$ cat config.mk
export PLATFORM = sky130hd
export DESIGN_NAME = stream_demux1to4
export DESIGN_NICKNAME = d
export VERILOG_FILES = /design/src/rtl/stream_demux1to4.sv
export SDC_FILE = /design/constraint.sdc
export NUM_CORES = 1
export LEC_CHECK = 0
export ABC_AREA = 1
export BUFFER_PORTS_ARGS = -buffer_cell sky130_fd_sc_hd__buf_2
export CAP_MARGIN = 20
export CORE_ASPECT_RATIO = 0.75
export CORE_UTILIZATION = 55
export CTS_CLUSTER_DIAMETER = 200
export DETAILED_ROUTE_END_ITERATION = 8
export PLACE_DENSITY = 0.84
export SYNTH_ARGS = -nofsm -noshare
export SYNTH_HDL_FRONTEND = slang
export SYNTH_SLANG_ARGS = --single-unit
$ cat constraint.sdc
create_clock -name clk -period 4.49 [get_ports clk]
set_clock_uncertainty 0.1 [all_clocks]
set_input_delay 0.898 -clock clk [delete_from_list [all_inputs] [get_ports clk]]
set_output_delay 0.898 -clock clk [all_outputs]
set_load 0.1 [all_outputs]
$ cat src/rtl/stream_demux1to4.sv
// One-to-four stream demultiplexer: each output owns a single registered slot,
// loaded from the input stream according to in_sel and drained independently.
module stream_demux1to4 #(
  parameter int W = 8
) (
  input  logic           clk,
  input  logic           rst_n,
  input  logic           flush,
  input  logic           in_valid,
  output logic           in_ready,
  input  logic [1:0]     in_sel,
  input  logic [W-1:0]   in_data,
  output logic [3:0]     out_valid,
  input  logic [3:0]     out_ready,
  output logic [4*W-1:0] out_data,
  output logic           busy,
  output logic [7:0]     drop_cnt
);

  logic [3:0] valid_vec;
  logic       in_xfer;
  logic [2:0] drop_add;
  logic [8:0] drop_sum;
  logic [7:0] drop_next;
  logic [7:0] drop_reg;

  // Readiness looks only at the addressed slot, so a stalled output never
  // blocks traffic headed elsewhere.
  assign in_ready = !flush && (!valid_vec[in_sel] || out_ready[in_sel]);
  assign in_xfer  = in_valid && in_ready;

  generate
    for (genvar gi = 0; gi < 4; gi++) begin : g_slot
      logic         load;
      logic         slot_valid_reg;
      logic [W-1:0] slot_data_reg;

      assign load = in_xfer && (in_sel == 2'(gi));

      always_ff @(posedge clk or negedge rst_n) begin
        if (!rst_n) begin
          slot_valid_reg <= 1'b0;
          slot_data_reg  <= '0;
        end else if (flush) begin
          slot_valid_reg <= 1'b0;
        end else if (load) begin
          slot_valid_reg <= 1'b1;
          slot_data_reg  <= in_data;
        end else if (out_ready[gi]) begin
          slot_valid_reg <= 1'b0;
        end
      end

      assign valid_vec[gi]        = slot_valid_reg;
      assign out_data[gi*W +: W]  = slot_data_reg;
    end
  endgenerate

  // Slots handshaking during a flush are delivered, so only stalled ones count.
  always_comb begin
    drop_add = '0;
    for (int k = 0; k < 4; k++) begin
      if (valid_vec[k] && !out_ready[k]) drop_add = drop_add + 3'd1;
    end
    drop_sum  = {1'b0, drop_reg} + {6'b0, drop_add};
    drop_next = drop_sum[8] ? 8'hFF : drop_sum[7:0];
  end

  always_ff @(posedge clk or negedge rst_n) begin
    if (!rst_n) begin
      drop_reg <= '0;
    end else if (flush) begin
      drop_reg <= drop_next;
    end
  end

  assign out_valid = valid_vec;
  assign busy      = |valid_vec;
  assign drop_cnt  = drop_reg;

endmodule

==> run_results.csv, run 1 <==
group,metric,value,unit
run_status,status,"complete, no violations",
placement,place_area,2480,um^2
power,peakVddDrop,428,uV
worst_setup_path,arrival,3.24,ns
finish,utilization,0.692,
finish,layout.nets,348,
global_routing,grt_pass1_wl,7980,um
global_routing,grtUsageTotal,0.256,
clock_tree,cts-root-buf,"clkbuf_8",
finish,area.growth.synth_to_final,19.4,%
sta,finalSetupViolCount,0,
worst_setup_path,critPathKind,"in -> reg",
placement,portBuffers,63,
detailed_routing,drt-initial-drc-count,187,
floorplanning,rows,19,
clock_tree,post_cts_buffers,0,
clock_tree,postCtsHoldBufs,0,
detailed_routing,drt_pass1_iterations,5,
floorplanning,die_area,4160,um^2
clock_tree,cts_resized,0,
power,pwr-share-seq,0.327,
global_routing,grt_pass1_vias,1693,
placement,gp_congestion,0.841,
worst_setup_path,crit_required,4.56,ns
finish,layout_commonest_cell,"nand2_1",
finish,largest_reg_flops,32,
synthesis,yosysSeqAreaShare,0.512,
global_routing,grt_max_degree,45,
power,internal_power,692,uW
finish,final_cell_mix,"nand2_1, buf_2, dfrtp_1",
worst_setup_path,endpoint_kind,"flip-flop",
sta,hold_viol_final,0,
sta,worst_slew_pin_slew,0.941,ns
power,power.leakage,1.51,nW
clock_tree,cts.sink_count,44,
clock_tree,cts_tree,"done",
clock_tree,clock_latency,0.29,ns
global_routing,overflow,0,
worst_setup_path,worst-path-max-fanout,7,
floorplanning,core,3710,um^2
detailed_routing,routed_via_density,5.02,
synthesis,ys_ff_latch,44,
hold_path,hp-class,"reg -> reg",
detailed_routing,wl_per_cell,12.7,um
clock_tree,clockBufferDepth,2,
synthesis,yosys_warnings,0,
detailed_routing,ant_nets,0,
sta,post-route-min-period,3.17,ns
placement,place_inst,370,
run,drv_cap,0,
power,clkPwrFrac,0.152,
detailed_routing,wl,4810,um
finish,final_area,2570,um^2
power,switchingPower,896,uW
synthesis,synth.cell_area,2150,um^2
sta,fin_crit_sh,0.705,
detailed_routing,vias,1896,
synthesis,syn-num-nets,285,
clock_tree,clk_pin_slew,0.08,ns
finish,antenna_cells,0,
synthesis,avgSynthCellArea,8.20,um^2
power,powerDensity,618,nW/um^2
sta,tns,0,ns
sta,slew_headroom,0.372,
floorplanning,initial_core_util,0.580,
global_routing,grt_antenna_before_repair,0,
power,combPwrFrac,0.521,
placement,dp_hpwl,3570,um
finish,instances_no_fill,378,
sta,final-max-slew-violation-count,0,
clock_tree,cts_buffers,5,
finish,drive_gt1_frac,0.264,
clock_tree,htree_levels,2,
sta,rsz0062_at_grt,"false",
power,total_power,1.59,mW
floorplanning,ios,64,
floorplanning,die_y,56.1,um
synthesis,ys_types,24,
detailed_routing,post-route-drc-count,0,
worst_setup_path,start_kind,"input pin",
floorplanning,die_x,74.2,um
power,swShare,0.564,
synthesis,netlist_instances,262,
sta,fmax,316,MHz
[worst paths after layout]
path,from,end,slack (ns),depth (start not counted)
max,out_ready[2],drop_cnt[2],1.32,13
max reg2reg,g_slot[2].slot_valid_reg,drop_cnt[2],1.63,13
max in group asynchronous,rst_n,g_slot[0].slot_data_reg[4],3.06,1
min reg2reg,g_slot[2].slot_data_reg[7],g_slot[2].slot_data_reg[7],0.37,2
min,g_slot[2].slot_data_reg[7],g_slot[2].slot_data_reg[7],0.37,2
min in group asynchronous,rst_n,g_slot[1].slot_data_reg[5],0.65,1
[Yosys cell counts]
| cell type | n | area share |
|---|---|---|
| nand3_1 | 9 | 0.021 |
| ha_1 | 4 | 0.023 |
| o311ai_0 | 1 | 0.0041 |
| clkbuf_1 | 1 | 0.0017 |
| nor2_4 | 5 | 0.026 |
| o21ai_0 | 10 | 0.023 |
| nand4_2 | 4 | 0.023 |
| nand3_4 | 1 | 0.0082 |
| inv_1 | 22 | 0.038 |
| dfrtp_1 | 44 | 0.51 |
| or2_2 | 1 | 0.0029 |
| a21oi_1 | 2 | 0.0047 |
| o211ai_1 | 2 | 0.0070 |
| nand3b_1 | 2 | 0.0070 |
| nand2_2 | 1 | 0.0029 |
| nand4_1 | 1 | 0.0029 |
| nand2_1 | 126 | 0.22 |
| buf_6 | 1 | 0.0052 |
| nor2_1 | 13 | 0.023 |
| inv_2 | 3 | 0.0052 |
| buf_4 | 4 | 0.014 |
| buf_2 | 1 | 0.0023 |
| xor2_1 | 3 | 0.012 |
| fa_1 | 1 | 0.0093 |
[critical path, stage by stage]
cell	delay [ns]
buf_2	0.10
or2_2	0.31
xor2_1	0.19
ha_1	0.28
inv_1	0.03
o21ai_0	0.23
inv_1	0.09
fa_1	0.41
nor2_1	0.18
o211ai_1	0.13
inv_1	0.10
nand2_1	0.15
o311ai_0	0.13
[power by group through the flow]
stage	registers (mW)	clock network [mW]	logic (mW)
3_5_place_dp	0.528	0	0.828
3_3_place_gp	0.526	0	0.823
6_report	0.520	0.241	0.828
2_1_floorplan	1.09	0	0.135
5_1_grt	0.530	0.266	0.863
4_1_cts	0.520	0.243	0.832
[through the flow]
stage	hold slack, ns	setup slack [ns]
3_5_place_dp	0.361	1.02
4_1_cts	0.381	1.32
3_3_place_gp	0.358	1.12
6_report	0.374	1.32
2_1_floorplan	0.478	0.749
5_1_grt	0.401	1.13
[per-layer routing]
| metal | GRT usage | up-vias | wire length [um] | part of all wire |
|---|---|---|---|---|
| met5 | 0 | - | 0 | 0 |
| met4 | 0.0412 | 0 | 27 | 0.0056 |
| met3 | 0.0525 | 5 | 291 | 0.060 |
| met2 | 0.381 | 59 | 2170 | 0.45 |
| met1 | 0.393 | 895 | 2320 | 0.48 |
| li1 | - | 937 | - | - |
[area by class of cell]
cell class	count	area [um^2]
fillers	325	1140
flip-flops and latches	44	1100
multi-input cells	186	905
repair buffers	63	315
inverters	25	93.8
clock buffers	5	68.8
well taps	52	65.1
clock inverters	3	18.8
[cells by family (layout without fill, tap and decap cells)]
| family | count (synthesis) | after routing | share of synthesized area |
|---|---|---|---|
| adder cells (fa/ha/maj) | 5 | 5 | 0.0326 |
| flip-flops | 44 | 44 | 0.512 |
| XOR/XNOR | 3 | 3 | 0.0122 |
| buffers and inverters | 32 | 96 | 0.0669 |
| AND/OR/NAND/NOR | 163 | 163 | 0.337 |
| AO/OA/AOI/OAI | 15 | 15 | 0.0390 |
Note: power is estimated with default switching activity, not from simulation.
==> run 2, diff against run 1 <==
--- a/config.mk
+++ b/config.mk
@@ -9,10 +9,10 @@
 export BUFFER_PORTS_ARGS = -buffer_cell sky130_fd_sc_hd__buf_2
 export CAP_MARGIN = 20
 export CORE_ASPECT_RATIO = 0.75
-export CORE_UTILIZATION = 55
+export CORE_UTILIZATION = 46
 export CTS_CLUSTER_DIAMETER = 200
 export DETAILED_ROUTE_END_ITERATION = 8
-export PLACE_DENSITY = 0.84
+export PLACE_DENSITY = 0.75
 export SYNTH_ARGS = -nofsm -noshare
 export SYNTH_HDL_FRONTEND = slang
 export SYNTH_SLANG_ARGS = --single-unit
==> constraint.sdc (replaced) <==
create_clock -name clk -period 2.6 [get_ports clk]
set_clock_uncertainty 0.1 [all_clocks]
set_input_delay 0.52 -clock clk [delete_from_list [all_inputs] [get_ports clk]]
set_output_delay 0.52 -clock clk [all_outputs]
set_load 0.1 [all_outputs]
==> run_results.csv, run 2 (same netlist as run 1, synthesis figures left out) <==
group,metric,value,unit
run_status,status,"complete, no violations",
worst_setup_path,worst-path-max-fanout,7,
finish,final_cell_mix,"nand2_1, buf_2, dfrtp_1",
detailed_routing,wl_per_cell,13.4,um
finish,antenna_cells,0,
clock_tree,clock_latency,0.29,ns
sta,slew_headroom,0.672,
global_routing,grt_antenna_before_repair,0,
floorplanning,ios,64,
global_routing,grt_max_degree,18,
global_routing,grt_pass1_wl,7980,um
detailed_routing,post-route-drc-count,0,
hold_path,hp-class,"in -> async",
finish,layout_commonest_cell,"nand2_1",
placement,place_inst,379,
detailed_routing,wl,5240,um
finish,drive_gt1_frac,0.320,
worst_setup_path,crit_required,2.68,ns
power,powerDensity,1030,nW/um^2
clock_tree,cts_tree,"done",
worst_setup_path,r2r_cells,13,
placement,portBuffers,63,
worst_setup_path,rr_startpoint,"g_slot[0].slot_valid_reg",
power,peakVddDrop,550,uV
global_routing,grtUsageTotal,0.223,
sta,rsz0062_at_grt,"true",
global_routing,overflow,0,
floorplanning,die_area,4950,um^2
sta,post-route-min-period,2.56,ns
clock_tree,cts_buffers,5,
detailed_routing,drt-initial-drc-count,148,
finish,area.growth.synth_to_final,24.7,%
finish,largest_reg_flops,32,
placement,gp_congestion,0.841,
sta,final-max-slew-violation-count,0,
detailed_routing,routed_via_density,4.94,
worst_setup_path,arrival,2.65,ns
worst_setup_path,start_kind,"flip-flop",
sta,fin_crit_sh,0.985,
worst_setup_path,critPathKind,"reg -> reg",
detailed_routing,drt_pass1_iterations,4,
worst_setup_path,reg2reg_slack,0.04,ns
floorplanning,die_y,61.2,um
sta,finalSetupViolCount,0,
detailed_routing,vias,1931,
worst_setup_path,timing.critical_path.to,"drop_cnt[2]",
floorplanning,die_x,80.9,um
clock_tree,cts.sink_count,44,
clock_tree,clk_pin_slew,0.08,ns
sta,hold_viol_final,0,
finish,final_area,2680,um^2
worst_setup_path,endpoint_kind,"flip-flop",
clock_tree,clockBufferDepth,2,
placement,place_area,2540,um^2
power,power.leakage,1.57,nW
run,drv_cap,0,
finish,instances_no_fill,391,
sta,worst_slew_pin_slew,0.496,ns
clock_tree,postCtsHoldBufs,0,
floorplanning,rows,21,
finish,layout.area.seq,1100,um^2
clock_tree,htree_levels,2,
sta,fmax,390,MHz
finish,fillers,422,
worst_setup_path,critPathLaunch,"g_slot[0].slot_valid_reg",
finish,layout.nets,357,
finish,multiInputGateArea,947,um^2
placement,dp_hpwl,3920,um
worst_setup_path,rr_endpoint,"drop_cnt[2]",
clock_tree,cts-root-buf,"clkbuf_8",
detailed_routing,ant_nets,0,
floorplanning,initial_core_util,0.481,
sta,fin_hold_ws,0.0322,ns
global_routing,grt_pass1_vias,1658,
floorplanning,core,4470,um^2
-- run 2: worst min path at each step --
stage / startpoint / end / slack (ns) / depth (start not counted)
final: rst_n / g_slot[3].slot_data_reg[7] / 0.03 / 1
after global routing: rst_n / g_slot[0].slot_data_reg[3] / 0.04 / 1
after CTS: rst_n / g_slot[0].slot_data_reg[3] / 0.04 / 1
after detailed placement: rst_n / g_slot[2].slot_data_reg[7] / 0.36 / 1
after global placement: rst_n / g_slot[2].slot_data_reg[7] / 0.36 / 1
after floorplan: rst_n / drop_cnt[0] / 0.12 / 0
-- run 2: area by class of cell --
cell class                      count  area share
Clock inverter                      2     0.00467
Inverter                           25      0.0350
Clock buffer                        5      0.0257
Tap cell                           57      0.0266
Timing Repair Buffer               72       0.143
Multi-Input combinational cell    186       0.353
Sequential cell                    44       0.412
-- run 2: routing by layer --
metal / up-vias / track usage / routed length, um
li1: 944 / - / -
met1: 934 / 0.335 / 2610
met2: 46 / 0.310 / 2320
met3: 7 / 0.0519 / 237
met4: 0 / 0.0867 / 67
met5: - / 0 / 0
-- run 2: critical path, cell delays in order, from the launching register on --
cell and delay, ns:
dfrtp_2 0.44, nand4_1 0.14, nand2_2 0.08, xor2_2 0.18, ha_1 0.27, inv_1 0.04
o21ai_2 0.15, inv_1 0.07, fa_2 0.34, nor2_2 0.14, o211ai_1 0.14, inv_1 0.16
nand2_4 0.09, o311ai_0 0.09
-- run 2: repair_timing --
action,in CTS,in global routing
pin swaps,0,10
buffers inserted,0,5
endpoints found under the setup margin,1,8
hold endpoints to repair,0,0
gates resized for setup,1,9
-- run 2: report_power, final --
group	total [mW]	internal, mW	switching [mW]	leakage, nW
clock	0.403	0.182	0.221	0.0400
combinational	1.46	0.207	1.25	0.973
sequential	0.904	0.817	0.0869	0.554
total	2.77	1.21	1.56	1.57
-- run 2: stage by stage --
| stage | utilization | power [mW] | worst slack, ns | setup TNS [ns] |
|---|---|---|---|---|
| after global routing | 0.600 | 2.89 | -0.0675 | -0.229 |
| after CTS | 0.587 | 2.77 | 0.0247 | 0 |
| final | 0.600 | 2.77 | 0.0380 | 0 |
| after detailed placement | 0.568 | 2.37 | -0.236 | -1.48 |
| after global placement | 0.568 | 2.35 | -0.151 | -0.850 |
| after floorplan | - | 2.11 | 0.0573 | 0 |
